### config.mk
export PLATFORM = sky130hd
export DESIGN_NAME = axi_stream_burst_writer_flat
export DESIGN_NICKNAME = d
export VERILOG_FILES = /design/src/rtl/axi_stream_burst_writer_pkg.sv /design/src/rtl/axi_stream_burst_writer_if.sv /design/src/rtl/axi_stream_burst_writer_len_calc.sv /design/src/rtl/axi_stream_burst_writer.sv /design/src/flat_wrapper.sv
export SDC_FILE = /design/constraint.sdc
export NUM_CORES = 1
export LEC_CHECK = 0
export CORE_MARGIN = 2
export CORE_UTILIZATION = 48
export DETAILED_ROUTE_END_ITERATION = 8
export PLACE_DENSITY = 0.83
export SLEW_MARGIN = 25
export SYNTH_ARGS = -nofsm -noshare
export SYNTH_HDL_FRONTEND = slang
export SYNTH_SLANG_ARGS = --single-unit
export TNS_END_PERCENT = 100
### constraint.sdc
create_clock -name clk -period 5.1 [get_ports clk]
set_input_delay 0.765 -clock clk [delete_from_list [all_inputs] [get_ports clk]]
set_output_delay 0.765 -clock clk [all_outputs]
set_load 0.01 [all_outputs]
### src/rtl/axi_stream_burst_writer_pkg.sv
// Shared types and AXI constants for the stream-to-AXI4 burst writer.
package axi_writer_pkg;

    typedef enum logic [2:0] {
        ST_IDLE,
        ST_AW,
        ST_W,
        ST_B,
        ST_DONE
    } wr_state_e;

    localparam logic [1:0] AXI_BURST_INCR = 2'b01;
    localparam logic [1:0] AXI_RESP_OKAY  = 2'b00;
    localparam int         BOUNDARY_4K    = 4096;

endpackage

### src/rtl/axi_stream_burst_writer_if.sv
// AXI4 write-channel bundle (AW, W, B) between the burst writer and a memory responder.
interface axi_stream_burst_writer_if #(
    parameter int DATA_WIDTH = 32,
    parameter int ADDR_WIDTH = 16,
    parameter int ID_WIDTH   = 8
) ();
    localparam int STRB_WIDTH = DATA_WIDTH / 8;

    logic [ID_WIDTH-1:0]   awid;
    logic [ADDR_WIDTH-1:0] awaddr;
    logic [7:0]            awlen;
    logic [2:0]            awsize;
    logic [1:0]            awburst;
    logic                  awvalid;
    logic                  awready;

    logic [DATA_WIDTH-1:0] wdata;
    logic [STRB_WIDTH-1:0] wstrb;
    logic                  wlast;
    logic                  wvalid;
    logic                  wready;

    logic [ID_WIDTH-1:0]   bid;
    logic [1:0]            bresp;
    logic                  bvalid;
    logic                  bready;

    modport master (
        output awid, awaddr, awlen, awsize, awburst, awvalid,
        input  awready,
        output wdata, wstrb, wlast, wvalid,
        input  wready,
        input  bid, bresp, bvalid,
        output bready
    );

    modport slave (
        input  awid, awaddr, awlen, awsize, awburst, awvalid,
        output awready,
        input  wdata, wstrb, wlast, wvalid,
        output wready,
        output bid, bresp, bvalid,
        input  bready
    );

endinterface

### src/rtl/axi_stream_burst_writer_len_calc.sv
// Combinational burst length: min(remaining beats, MAX_BURST_LEN, beats left before the 4 KB page end).
module axi_burst_len_calc
    import axi_writer_pkg::*;
#(
    parameter int STRB_WIDTH    = 4,
    parameter int MAX_BURST_LEN = 16
) (
    input  logic [15:0] remaining,
    input  logic [11:0] addr_lo,
    output logic [8:0]  len
);
    localparam int SHIFT = $clog2(STRB_WIDTH);

    logic [12:0] bytes_to_4k;
    logic [12:0] beats_to_4k;
    logic [16:0] cand;

    // NOTE: every variable in this block is assigned before any branch reads or updates it, so no latch can be inferred.
    always_comb begin
        bytes_to_4k = 13'(BOUNDARY_4K) - {1'b0, addr_lo};
        beats_to_4k = bytes_to_4k >> SHIFT;
        cand        = {1'b0, remaining};
        if (17'(MAX_BURST_LEN) < cand) cand = 17'(MAX_BURST_LEN);
        if ({4'b0, beats_to_4k} < cand) cand = {4'b0, beats_to_4k};
        len = 9'(cand);
    end

endmodule

### src/rtl/axi_stream_burst_writer.sv
// Stream-fed AXI4 write master: one command becomes a sequence of 4 KB-safe INCR bursts.
// Optional build macro WR_ERR_ABORT_EN: stop issuing bursts after the first non-OKAY response.
module axi_stream_burst_writer
    import axi_writer_pkg::*;
#(
    parameter int DATA_WIDTH    = 32,
    parameter int ADDR_WIDTH    = 16,
    parameter int STRB_WIDTH    = DATA_WIDTH / 8,
    parameter int ID_WIDTH      = 8,
    parameter int AXI_ID        = 0,
    parameter int MAX_BURST_LEN = 16
) (
    input  logic                  clk,
    input  logic                  rst,
    input  logic                  cmd_valid,
    output logic                  cmd_ready,
    input  logic [ADDR_WIDTH-1:0] cmd_addr,
    input  logic [15:0]           cmd_beats,
    input  logic [DATA_WIDTH-1:0] s_data,
    input  logic                  s_valid,
    output logic                  s_ready,
    output logic                  busy,
    output logic                  done,
    output logic                  err,
    axi_stream_burst_writer_if.master m_axi
);
    localparam int SHIFT = $clog2(STRB_WIDTH);

    wr_state_e             state_q, state_d;
    logic [ADDR_WIDTH-1:0] addr_q, addr_d;
    logic [15:0]           remaining_q, remaining_d;
    logic [8:0]            len_q, len_d;
    logic [7:0]            beat_cnt_q, beat_cnt_d;
    logic                  err_sticky_q, err_sticky_d;
    logic                  awvalid_q, awvalid_d;

    logic       run;
    logic       w_fire;
    logic       last_beat;
    logic       abort;
    logic [8:0] calc_len;
    logic       unused_bid;

    // Outputs are forced quiet while rst is high so no handshake can complete in the reset cycle.
    assign run       = !rst;
    assign last_beat = (beat_cnt_q == 8'(len_q - 9'd1));
    assign w_fire    = m_axi.wvalid && m_axi.wready;

    assign cmd_ready = run && (state_q == ST_IDLE);
    assign busy      = run && (state_q != ST_IDLE);
    assign done      = run && (state_q == ST_DONE);
    assign err       = done && err_sticky_q;
    assign s_ready   = run && (state_q == ST_W) && m_axi.wready;

    assign m_axi.awid    = ID_WIDTH'(AXI_ID);
    assign m_axi.awsize  = 3'(SHIFT);
    assign m_axi.awburst = AXI_BURST_INCR;
    assign m_axi.awvalid = run && awvalid_q;
    assign m_axi.awaddr  = run ? addr_q : '0;
    assign m_axi.awlen   = m_axi.awvalid ? 8'(len_q - 9'd1) : 8'd0;
    assign m_axi.wdata   = s_data;
    assign m_axi.wstrb   = '1;
    assign m_axi.wvalid  = run && (state_q == ST_W) && s_valid;
    assign m_axi.wlast   = run && (state_q == ST_W) && last_beat;
    assign m_axi.bready  = run && (state_q == ST_B);
    assign unused_bid    = ^m_axi.bid;

    // Length is computed from the next-state address/count so it is ready the cycle AW opens.
    axi_burst_len_calc #(
        .STRB_WIDTH    (STRB_WIDTH),
        .MAX_BURST_LEN (MAX_BURST_LEN)
    ) u_len_calc (
        .remaining (remaining_d),
        .addr_lo   (addr_d[11:0]),
        .len       (calc_len)
    );

    always_comb begin
        state_d      = state_q;
        addr_d       = addr_q;
        remaining_d  = remaining_q;
        len_d        = len_q;
        beat_cnt_d   = beat_cnt_q;
        err_sticky_d = err_sticky_q;
        abort        = 1'b0;

        case (state_q)
            ST_IDLE: begin
                if (cmd_valid) begin
                    addr_d       = cmd_addr & ~ADDR_WIDTH'(STRB_WIDTH - 1);
                    remaining_d  = cmd_beats;
                    err_sticky_d = 1'b0;
                    state_d      = (cmd_beats == 16'd0) ? ST_DONE : ST_AW;
                end
            end
            ST_AW: begin
                if (m_axi.awvalid && m_axi.awready) begin
                    beat_cnt_d = 8'd0;
                    state_d    = ST_W;
                end
            end
            ST_W: begin
                if (w_fire) begin
                    if (last_beat) begin
                        beat_cnt_d = 8'd0;
                        state_d    = ST_B;
                    end else begin
                        beat_cnt_d = beat_cnt_q + 8'd1;
                    end
                end
            end
            ST_B: begin
                if (m_axi.bvalid) begin
                    err_sticky_d = err_sticky_q | (m_axi.bresp != AXI_RESP_OKAY);
                    remaining_d  = remaining_q - 16'(len_q);
                    addr_d       = addr_q + (ADDR_WIDTH'(len_q) << SHIFT);
`ifdef WR_ERR_ABORT_EN
                    abort        = (m_axi.bresp != AXI_RESP_OKAY);
`else
                    abort        = 1'b0;
`endif
                    state_d      = (remaining_d == 16'd0 || abort) ? ST_DONE : ST_AW;
                end
            end
            ST_DONE: begin
                err_sticky_d = 1'b0;
                state_d      = ST_IDLE;
            end
            default: state_d = ST_IDLE;
        endcase

        if (state_d == ST_AW && state_q != ST_AW) len_d = calc_len;
    end

    assign awvalid_d = (state_d == ST_AW);

    // NOTE: state registers use non-blocking assignments so every flop samples the pre-edge values of its peers.
    always_ff @(posedge clk) begin
        if (rst) begin
            state_q      <= ST_IDLE;
            addr_q       <= '0;
            remaining_q  <= '0;
            len_q        <= '0;
            beat_cnt_q   <= '0;
            err_sticky_q <= 1'b0;
            awvalid_q    <= 1'b0;
        end else begin
            state_q      <= state_d;
            addr_q       <= addr_d;
            remaining_q  <= remaining_d;
            len_q        <= len_d;
            beat_cnt_q   <= beat_cnt_d;
            err_sticky_q <= err_sticky_d;
            awvalid_q    <= awvalid_d;
        end
    end

endmodule

### src/flat_wrapper.sv
// flat-port wrapper written by rule: the top's interface ports become plain ports
module axi_stream_burst_writer_flat import axi_writer_pkg::*;
#(
    parameter int DATA_WIDTH    = 32,
    parameter int ADDR_WIDTH    = 16,
    parameter int STRB_WIDTH    = DATA_WIDTH / 8,
    parameter int ID_WIDTH      = 8,
    parameter int AXI_ID        = 0,
    parameter int MAX_BURST_LEN = 16
)
  (clk, rst, cmd_valid, cmd_ready, cmd_addr, cmd_beats, s_data, s_valid, s_ready, busy, done, err, m_axi_awid, m_axi_awaddr, m_axi_awlen, m_axi_awsize, m_axi_awburst, m_axi_awvalid, m_axi_awready, m_axi_wdata, m_axi_wstrb, m_axi_wlast, m_axi_wvalid, m_axi_wready, m_axi_bid, m_axi_bresp, m_axi_bvalid, m_axi_bready);
  axi_stream_burst_writer_if #(.DATA_WIDTH(DATA_WIDTH), .ADDR_WIDTH(ADDR_WIDTH), .ID_WIDTH(ID_WIDTH)) m_axi_i ();
  input  logic clk;
  input  logic rst;
  input  logic cmd_valid;
  output logic cmd_ready;
  input  logic [ADDR_WIDTH-1:0] cmd_addr;
  input  logic [15:0] cmd_beats;
  input  logic [DATA_WIDTH-1:0] s_data;
  input  logic s_valid;
  output logic s_ready;
  output logic busy;
  output logic done;
  output logic err;
  output wire logic [$bits(m_axi_i.awid)-1:0] m_axi_awid;
  output wire logic [$bits(m_axi_i.awaddr)-1:0] m_axi_awaddr;
  output wire logic [$bits(m_axi_i.awlen)-1:0] m_axi_awlen;
  output wire logic [$bits(m_axi_i.awsize)-1:0] m_axi_awsize;
  output wire logic [$bits(m_axi_i.awburst)-1:0] m_axi_awburst;
  output wire logic [$bits(m_axi_i.awvalid)-1:0] m_axi_awvalid;
  input wire logic [$bits(m_axi_i.awready)-1:0] m_axi_awready;
  output wire logic [$bits(m_axi_i.wdata)-1:0] m_axi_wdata;
  output wire logic [$bits(m_axi_i.wstrb)-1:0] m_axi_wstrb;
  output wire logic [$bits(m_axi_i.wlast)-1:0] m_axi_wlast;
  output wire logic [$bits(m_axi_i.wvalid)-1:0] m_axi_wvalid;
  input wire logic [$bits(m_axi_i.wready)-1:0] m_axi_wready;
  input wire logic [$bits(m_axi_i.bid)-1:0] m_axi_bid;
  input wire logic [$bits(m_axi_i.bresp)-1:0] m_axi_bresp;
  input wire logic [$bits(m_axi_i.bvalid)-1:0] m_axi_bvalid;
  output wire logic [$bits(m_axi_i.bready)-1:0] m_axi_bready;
  assign m_axi_awid = m_axi_i.awid;
  assign m_axi_awaddr = m_axi_i.awaddr;
  assign m_axi_awlen = m_axi_i.awlen;
  assign m_axi_awsize = m_axi_i.awsize;
  assign m_axi_awburst = m_axi_i.awburst;
  assign m_axi_awvalid = m_axi_i.awvalid;
  assign m_axi_i.awready = m_axi_awready;
  assign m_axi_wdata = m_axi_i.wdata;
  assign m_axi_wstrb = m_axi_i.wstrb;
  assign m_axi_wlast = m_axi_i.wlast;
  assign m_axi_wvalid = m_axi_i.wvalid;
  assign m_axi_i.wready = m_axi_wready;
  assign m_axi_i.bid = m_axi_bid;
  assign m_axi_i.bresp = m_axi_bresp;
  assign m_axi_i.bvalid = m_axi_bvalid;
  assign m_axi_bready = m_axi_i.bready;
  axi_stream_burst_writer #(.DATA_WIDTH(DATA_WIDTH), .ADDR_WIDTH(ADDR_WIDTH), .STRB_WIDTH(STRB_WIDTH), .ID_WIDTH(ID_WIDTH), .AXI_ID(AXI_ID), .MAX_BURST_LEN(MAX_BURST_LEN)) u_core (.clk(clk), .rst(rst), .cmd_valid(cmd_valid), .cmd_ready(cmd_ready), .cmd_addr(cmd_addr), .cmd_beats(cmd_beats), .s_data(s_data), .s_valid(s_valid), .s_ready(s_ready), .busy(busy), .done(done), .err(err), .m_axi(m_axi_i));
endmodule
==> run metrics, run 1 <==
first-iteration detailed-routing DRC count just over 300; CTS Hold Bufs 0; fmax 207 MHz; deepest clock path buffer count 2; Yosys cell types 91; height of the die 107 µm; Setup WS post-layout 0.264 ns; outcome complete, no violations; nets@finish 850; num rows 37; DRC 0; via count 5134; CP Data Arrival Time 5.09 ns; Compound-Gate Fraction of Synth Area 25.4%; Seq pwr share between 30% and 40%; Final ANT Viol Nets 0; wl on met1 6750 µm; Max-slew headroom 49.6%; Die W 107 µm; Final Util roughly three fifths; sw frac between 30% and 40%; RePlAce Congestion around 0.96; Final Max Slew Viols 0; Clk pwr share 19.1%; kind of critical path register to register; Internal Power 0.967 mW; Primary FF master, synth dfxtp_1; Syn Area/Cell a little under 8 µm²; Ports 163; Seq cells post-synth 54; Power Density between 200 and 300 nW/µm²; Total Die Area roughly 11000 µm²; synthesized cell area ~5100 µm²; max-cap viol count 0; initial antenna violation count 0; Worst Hold Class register to register; post-route clock period utilization 94.8%; Net Sw Power ~0.63 mW; worst-margin pin slew 0.736 ns; post-layout min period a little under 5 ns; routed length per instance 17.8 µm; clock skew after layout 0.0150 ns; Hold Violations, Final 0; drt pass-1 iters 5; largest family of logic cells by synthesized area simple AND/OR/NAND/NOR gates; power share of the combinational group 50.9%; Synth Area in Simple Gates 26.4%; Via density 5.88; Filler Cell Count roughly 900; Post-synth EDFFs 0; final setup fails 0; post-synthesis adder-cell area fraction 8.39%; cts bufs inserted 5; DR WL met3 938 µm; first-pass GRT wire length 24800 µm; maximum vdd drop 0.167 mV; Root Driver clkbuf_8; Max Used Layer met4; All-Layer GR Usage 26.9%; number of I/O port buffers 71; Sink Count 54; share of layout cells above drive strength 1 about 16%; P&R area growth vs syn 21.8%; core box area around 10000 µm²; DP Cell Count around 860; sequential area share after synthesis 21.2%; gr ovfl total 0; crit-path max FO 8; Worst-path clk slew 0.11 ns; footprint of the multi-input gates about 3600 µm²; routed wire length 15500 µm; final cell count without fillers approximately 870; Post-synth top cells nor2_1 (67), dfxtp_1 (54), buf_4 (49); metal2 WL between 7000 and 8000 µm; H-tree depth reported by CTS 2; post-synthesis mux area share 0.809%; Inserted Diodes 0; FF+latch area between 1000 and 1500 µm²; Async S/R FF share, synth 0%; largest net degree at the start of global routing 58; Worst Path Required approximately 5.4 ns; ranking of synthesized cells by area dfxtp_1 (21%), ha_1 (7.6%), buf_4 (7.2%), nor2_1 (4.9%), a21oi_1 (4.2%); LEAKAGE 2.50 nW; Synth Area in XOR/XNOR 6.52%; CTS tree built; Synth Instances 650; vias in the first global route around 5000; share of the synthesized area in the top cell type 21.2%; Place WS -0.146 ns; Ys Warns 0; CP Launch Type register; Initial Utilization 49.4%; Synth area leader dfxtp_1; count leader, synth nor2_1; worst skew pair latency 0.33 ns; hpwl dp 12200 µm; CP Capture Type register
## worst paths after layout
check	start	endpoint	slack, ns	cells past startpoint
worst min register to register	u_core.err_sticky_q$_SDFFE_PP0P_	u_core.err_sticky_q$_SDFFE_PP0P_	0.50	2
worst min-delay path	u_core.err_sticky_q$_SDFFE_PP0P_	u_core.err_sticky_q$_SDFFE_PP0P_	0.50	2
worst max register to register	u_core.remaining_q[0]$_SDFF_PP0_	u_core.len_q[3]$_SDFFE_PP0P_	0.26	22
worst max-delay path	u_core.remaining_q[0]$_SDFF_PP0_	u_core.len_q[3]$_SDFFE_PP0P_	0.26	22
## layer usage
metal	track usage, %	vias up
met4	10.9	0
met1	34.5	2428
li1	-	2471
met3	4.38	34
met2	44.8	201
met5	0	-
## power groups by stage
stage | combinational, mW | sequential [mW] | clock [mW]
CTS | 0.763 | 0.479 | 0.309
global route | 0.885 | 0.484 | 0.324
global placement | 0.741 | 0.487 | 0
finish | 0.816 | 0.481 | 0.305
floorplan | 0.541 | 0.478 | 0
detailed placement | 0.757 | 0.489 | 0
## logic make-up (layout without fill, tap and decap cells)
logic type               after synthesis  after routing
adder cells (fa/ha/maj)               33             33
XOR/XNOR                              38             38
other                                  2             23
AND/OR/NAND/NOR                      247            247
multiplexers                           4              4
flip-flops                            54             54
AO/OA/AOI/OAI                        177            177
buffers and inverters                 95            161
## stage by stage
stage	total power, mW	area, µm²	hold WS, ns	setup TNS (ns)
2_1_floorplan	1.02	5180	0.464	0
3_3_place_gp	1.23	5980	0.474	0
3_5_place_dp	1.25	5980	0.488	-0.695
4_1_cts	1.55	6090	0.503	0
5_1_grt	1.69	6210	0.523	-0.152
6_report	1.60	6210	0.499	0
## layout make-up
class	instances	area share, %
Clock buffer	5	1.11
Clock inverter	3	0.725
Inverter	20	1.21
Multi-Input combinational cell	522	58.0
Sequential cell	54	17.4
Tap cell	136	2.74
Timing Repair Buffer	133	18.8
## what timing repair did
item / in CTS / in global routing
setup endpoints to repair: 0 / 9
gates resized for setup: 0 / 15
buffers inserted: 0 / 7
## worst max-delay path, cell delays in order (launching register included)
cell and delay [ns]:
dfxtp_1 0.32, inv_1 0.11, ha_1 0.16, inv_1 0.05
fa_2 0.35, a21o_1 0.23, a311o_2 0.38, a211oi_2 0.20
o211ai_1 0.17, a211oi_2 0.25, nand4_1 0.18, nor4_4 0.26
buf_4 0.20, nand2_1 0.08, ha_1 0.20, a211oi_2 0.25
o2111ai_2 0.17, a211oi_2 0.23, nand4_1 0.15, o41ai_4 0.35
buf_4 0.18, nand4_1 0.09, o211ai_1 0.18
## flip-flops by register name (all words and copies together), names as in the netlist
| name | count |
|---|---|
| u_core.err_sticky_q | 1 |
| u_core.addr_q | 16 |
| u_core.awvalid_q | 1 |
| u_core.state_q | 3 |
| u_core.remaining_q | 16 |
| u_core.beat_cnt_q | 8 |
| u_core.len_q | 9 |
## placed cells by master, fill, tap and decap left out, drive strengths merged, types with 5 or more instances in the layout
| cell | synthesis | routed |
|---|---|---|
| a211oi | 10 | 10 |
| a21o | 10 | 10 |
| a21oi | 45 | 45 |
| a221oi | 5 | 5 |
| a22o | 12 | 12 |
| a22oi | 8 | 8 |
| a31oi | 8 | 8 |
| and2 | 17 | 17 |
| and3 | 7 | 7 |
| buf | 64 | 63 |
| clkbuf | 11 | 5 |
| clkdlybuf4s50 | 0 | 70 |
| conb | 2 | 23 |
| dfxtp | 54 | 54 |
| ha | 31 | 31 |
| inv | 20 | 20 |
| nand2 | 41 | 41 |
| nand2b | 5 | 5 |
| nand3 | 26 | 26 |
| nand4 | 12 | 12 |
| nor2 | 70 | 70 |
| nor2b | 25 | 25 |
| nor3 | 18 | 18 |
| nor4 | 7 | 7 |
| o211ai | 8 | 8 |
| o21ai | 27 | 27 |
| xnor2 | 24 | 24 |
| xor2 | 14 | 14 |
No activity file was read; power rests on OpenSTA's default activity.
==> run 2, diff against run 1 <==
--- a/config.mk
+++ b/config.mk
@@ -10,2 +10,3 @@
 export DETAILED_ROUTE_END_ITERATION = 8
+export GPL_TIMING_DRIVEN = 0
 export PLACE_DENSITY = 0.83
--- a/constraint.sdc
+++ b/constraint.sdc
@@ -3,2 +3,2 @@
 set_output_delay 0.765 -clock clk [all_outputs]
-set_load 0.01 [all_outputs]
+set_load 0.005 [all_outputs]
==> run 2 against run 1 <==
Clock skew down 0.0067 ns. Critical path depth down 4. Routed wire length up 9.6%. Design area up 7.5%. Fmax down 0.33%. Core utilization up 4.5 points. Sequential share of layout area down 1.0 points. Count of clock-buffer cells in the layout unchanged. Non-clock buffer count up 51. Sequential power about the same.
==> run metrics, run 2 (synthesis gave the netlist of run 1 again) <==
outcome complete, no violations; first-iteration detailed-routing DRC count 367; Largest regs u_core.addr_q x16, u_core.remaining_q x16, u_core.len_q x9; Ports approximately 160; placed cell area between 6000 and 7000 µm²; CTS tree built; num rows 37; CP Data Arrival Time between 5 and 6 ns; Worst Path Required 5.32 ns; Setup WS post-layout 0.248 ns; Final Max Slew Viols 0; worst-margin pin slew 0.725 ns; Max-slew headroom 51.6%; Final Hold Slack 0.504 ns; via count 5454; RePlAce Congestion between 0.9 and 1; Total Die Area roughly 11000 µm²; max-cap viol count 0; DRC 0; post-layout min period just under 5 ns; final setup fails 0; commonest non-fill, non-tap cell in the layout clkdlybuf4s50_1; deepest clock path buffer count 2; height of the die 107 µm; P&R area growth vs syn 31.0%; Final ANT Viol Nets 0; routed length per instance 18.4 µm; routed wire length 17000 µm; Final Power 1.61 mW; CP Launch Type input pin; first-pass GRT wire length 25700 µm; nets@finish 901; initial antenna violation count 0; RR Startpoint u_core.len_q[7]$_SDFFE_PP0P_; H-tree depth reported by CTS 2; crit-path max FO 10; Via density between 5 and 6; Inserted Diodes 0; Final Instance Area 6680 µm²; maximum vdd drop 0.152 mV; Worst Hold Class register to register; Initial Utilization 49.4%; fmax 206 MHz; All-Layer GR Usage 28.4%; Sink Count 54; CP Capture Type register; worst hold start u_core.err_sticky_q$_SDFFE_PP0P_; clock skew after layout 0.00829 ns; Worst Setup SP m_axi_bvalid; gr ovfl total 0; Worst-path clk slew 0.11 ns; Die W between 100 and 150 µm; hpwl dp around 13000 µm; final cell count without fillers 924; largest net degree at the start of global routing 18; kind of critical path input pin to register; vias in the first global route between 5000 and 6000; number of I/O port buffers 103; core box area 10300 µm²; Hold Violations, Final 0; share of layout cells above drive strength 1 17.0%; DP Cell Count 910; Root Driver clkbuf_8; drt pass-1 iters 5; most frequent cells in the layout clkdlybuf4s50_1 (101), nor2_1 (67), buf_4 (58), dfxtp_1 (48), a21oi_1 (43); LEAKAGE 2.70 nW; Place WS -0.834 ns; Power Density around 240 nW/µm²; post-route clock period utilization 95.1%; CTS Hold Bufs 0; worst skew pair latency between 0.3 and 0.4 ns; cts bufs inserted 5
==> run 2: changes by cell type in the layout (fill, tap and decap cells not counted), moves of 3 or more <==
cell / change
buf_1: +4
dfxtp_4: +3
dfxtp_1: -5
clkbuf_1: +10
buf_4: -4
buf_2: +6
clkdlybuf4s50_1: +31
==> run 2: per-stage QoR <==
stage / TNS, ns / util [%]
2_1_floorplan: 0 / -
3_3_place_gp: -6.98 / 61.8
3_5_place_dp: -6.55 / 61.8
4_1_cts: 0 / 63.6
5_1_grt: -0.00316 / 64.7
6_report: 0 / 64.7
==> run 2: critical path, cell delays in order <==
cell and delay (ns):
dlygate4sd2_1 0.41, nand4b_2 0.32, buf_2 0.33, nor2_1 0.19
o2111ai_1 0.16, a221oi_2 0.24, buf_4 0.17, nand4b_4 0.13
nor4_4 0.27, or2b_1 0.30, ha_4 0.23, a211oi_2 0.20
o2111ai_2 0.20, a211oi_2 0.24, nand4_1 0.17, o41ai_4 0.37
nand3_1 0.16, o21a_1 0.20
==> run 2: final timing paths <==
path | cells after the start | slack (ns) | to
worst min-delay path | 2 | 0.50 | u_core.err_sticky_q$_SDFFE_PP0P_
worst max register to register | 19 | 0.30 | u_core.len_q[4]$_SDFFE_PP0P_
worst min register to register | 2 | 0.50 | u_core.err_sticky_q$_SDFFE_PP0P_
worst max-delay path | 18 | 0.25 | u_core.len_q[4]$_SDFFE_PP0P_
==> run 2: area by class of cell <==
| class | instances | area [µm²] |
|---|---|---|
| Sequential cell | 54 | 1100 |
| Inverter | 20 | 75.1 |
| Buffer | 74 | 493 |
| Clock buffer | 5 | 68.8 |
| Clock inverter | 3 | 43.8 |
| Timing Repair Buffer | 110 | 1080 |
| Fill cell | 922 | 3640 |
| Multi-Input combinational cell | 522 | 3650 |
| Tap cell | 136 | 170 |
==> run 2: metal layers <==
layer	vias to the layer above	global-route usage [%]	part of all wire (%)
met5	-	0	0
met4	0	10.9	3.2
met3	39	3.22	9.1
met2	292	48.4	48
met1	2556	36.6	40
li1	2567	-	-
==> run 2: repair_timing <==
action / CTS / global route
pin swaps: 7 / 12
buffers inserted: 4 / 3
gates resized for setup: 14 / 26
endpoints found under the setup margin: 8 / 9
==> run 2: power by group <==
| part | switching (mW) | internal [mW] | leakage [nW] | total [mW] |
|---|---|---|---|---|
| Clock | 0.163 | 0.148 | 0.0585 | 0.311 |
| Combinational | 0.447 | 0.366 | 2.20 | 0.813 |
| Sequential | 0.0349 | 0.450 | 0.445 | 0.484 |
| Total | 0.645 | 0.963 | 2.70 | 1.61 |
==> run 3, diff against run 2 <==
--- a/config.mk
+++ b/config.mk
@@ -9,2 +9,3 @@
 export CORE_UTILIZATION = 48
+export CTS_CLUSTER_SIZE = 10
 export DETAILED_ROUTE_END_ITERATION = 8
==> constraint.sdc (replaced) <==
create_clock -name clk -period 5.1 [get_ports clk]
set_input_delay 1.02 -clock clk [delete_from_list [all_inputs] [get_ports clk]]
set_output_delay 1.02 -clock clk [all_outputs]
set_load 0.005 [all_outputs]
==> run 3 against run 2 <==
Clock power about the same. Fmax about the same. Global-route usage increased by 0.14 points. Critical path depth increased by 1. Core utilization decreased by 0.097 points. Critical endpoint unchanged.
==> run metrics, run 3 (synthesis gave the netlist of run 1 again) <==
All-Layer GR Usage 28.6%; Sink Count 54; vias in the first global route 5105; DRC 0; Final Util between 60% and 70%; LEAKAGE about 2.7 nW; CP Data Arrival Time about 5 ns; Worst Path Required 5.33 ns; largest net degree at the start of global routing 18; P&R area growth vs syn 30.8%; crit-path cells buf_2, nand4b_2, buf_2, nor2_1, o2111ai_1, a221oi_2, buf_4, nand4b_4, nor4_4, buf_4, nand2_1, ha_1, a211oi_2, o2111ai_2, a211oi_2, nand4_1, o41ai_4, nand3_1, o21a_1; first-pass GRT wire length 25900 µm; Hold Violations, Final 0; post-layout min period about 4.9 ns; Root Driver clkbuf_8; met2 Use GR 48.7%; share of layout cells above drive strength 1 16.9%; final setup fails 0; Max stage delay on crit path 0.37 ns; Final ANT Viol Nets 0; most frequent cells in the layout clkdlybuf4s50_1 (101), nor2_1 (67), buf_4 (56), dfxtp_1 (48), a21oi_1 (43); hpwl dp between 10000 and 15000 µm; routed wire length 16900 µm; kind of critical path input pin to register; max-cap viol count 0; worst hold start u_core.err_sticky_q$_SDFFE_PP0P_; height of the die 107 µm; RR Startpoint u_core.len_q[0]$_SDFFE_PP0P_; Inserted Diodes 0; Via density 5.96; gr busiest metal met2; Worst Setup SP m_axi_bvalid; drt pass-1 iters 5; Worst-path clk slew roughly 0.12 ns; R2R Path End u_core.len_q[4]$_SDFFE_PP0P_; commonest non-fill, non-tap cell in the layout clkdlybuf4s50_1; Power Density 241 nW/µm²; met3 Usage GRT between 3 and 4%; grt met1 use 36.9%; Max-slew headroom 52.7%; first-iteration detailed-routing DRC count 408; CP Capture Type register; Final Max Slew Viols 0; placed cell area 6380 µm²; num rows 37; worst skew pair latency 0.33 ns; H-tree depth reported by CTS 2; Total Die Area 11500 µm²; fmax 206 MHz; initial antenna violation count 0; deepest clock path buffer count 2; Hold Path End u_core.err_sticky_q$_SDFFE_PP0P_; Ports 163; CP Launch Type input pin; nets@finish 899; number of I/O port buffers 103; Largest regs u_core.addr_q x16, u_core.remaining_q x16, u_core.len_q x9; RePlAce Congestion 0.964; Die W 107 µm; Worst Hold Class register to register; Initial Utilization approximately half; Final Instance Area 6670 µm²; r2r setup slk 0.30 ns; outcome complete, no violations; DP Cell Count 910; maximum vdd drop 0.151 mV; clock skew after layout 0.0115 ns; crit-path max FO 10; worst-margin pin slew 0.710 ns; post-route clock period utilization 95.2%; gr ovfl total 0; final cell count without fillers 922; via count 5497; Worst Reg-to-Reg Cells 20; CP max stage cell o41ai_4; core box area a little over 10000 µm²; WHS Path Cells 2; cts bufs inserted 5; CTS tree built; routed length per instance between 15 and 20 µm
==> run 3: worst max path at each step <==
stage,end,slack [ns],depth (start not counted)
3_3_place_gp,u_core.len_q[3]$_SDFFE_PP0P_,-1.13,17
3_5_place_dp,u_core.len_q[7]$_SDFFE_PP0P_,-1.09,17
5_1_grt,u_core.len_q[4]$_SDFFE_PP0P_,-0.006,20
4_1_cts,u_core.len_q[4]$_SDFFE_PP0P_,0.01,19
2_1_floorplan,u_core.len_q[4]$_SDFFE_PP0P_,0.43,19
6_report,u_core.len_q[4]$_SDFFE_PP0P_,0.25,19
==> run 3: worst max-delay path: cells and delay by family <==
| kind | cells | cell delay (ns) |
|---|---|---|
| AO/OA/AOI/OAI | 7 | 1.65 |
| adder cells (fa/ha/maj) | 1 | 0.21 |
| buffers and inverters | 4 | 0.90 |
| AND/OR/NAND/NOR | 7 | 1.30 |
==> run 3: layout make-up <==
class,count,area [µm²]
Buffer,74,507
Timing Repair Buffer,108,1060
Sequential cell,54,1100
Inverter,20,75.1
Fill cell,920,3650
Clock buffer,5,68.8
Tap cell,136,170
Clock inverter,3,43.8
Multi-Input combinational cell,522,3650
==> run 3: where the power goes <==
| part | total, mW | internal (mW) | switching [mW] |
|---|---|---|---|
| Combinational | 0.811 | 0.366 | 0.446 |
| Sequential | 0.484 | 0.450 | 0.0346 |
| Clock | 0.314 | 0.148 | 0.166 |
==> run 3: metrics by stage <==
stage | total power, mW | setup TNS (ns) | hold WS [ns] | setup slack, ns
finish | 1.61 | 0 | 0.508 | 0.246
global placement | 1.21 | -9.28 | 0.477 | -1.13
detailed placement | 1.23 | -8.84 | 0.494 | -1.09
global route | 1.69 | -0.00568 | 0.542 | -0.00568
CTS | 1.56 | 0 | 0.510 | 0.00955
floorplan | 1.01 | 0 | 0.464 | 0.429
==> run 3: what timing repair did <==
| action | 4_1_cts | 5_1_grt |
|---|---|---|
| endpoints found under the setup margin | 9 | 9 |
| hold buffers | 0 | 0 |
| pin swaps | 8 | 12 |
| setup buffers | 4 | 1 |
| gates resized for setup | 23 | 26 |
==> run 3: layer usage <==
| layer | vias to the layer above | wire (µm) | part of all wire (%) |
|---|---|---|---|
| li1 | 2572 | - | - |
| met1 | 2591 | 6780 | 40 |
| met2 | 301 | 8130 | 48 |
| met3 | 33 | 1560 | 9.2 |
| met4 | 0 | 475 | 2.8 |
| met5 | - | 0 | 0 |
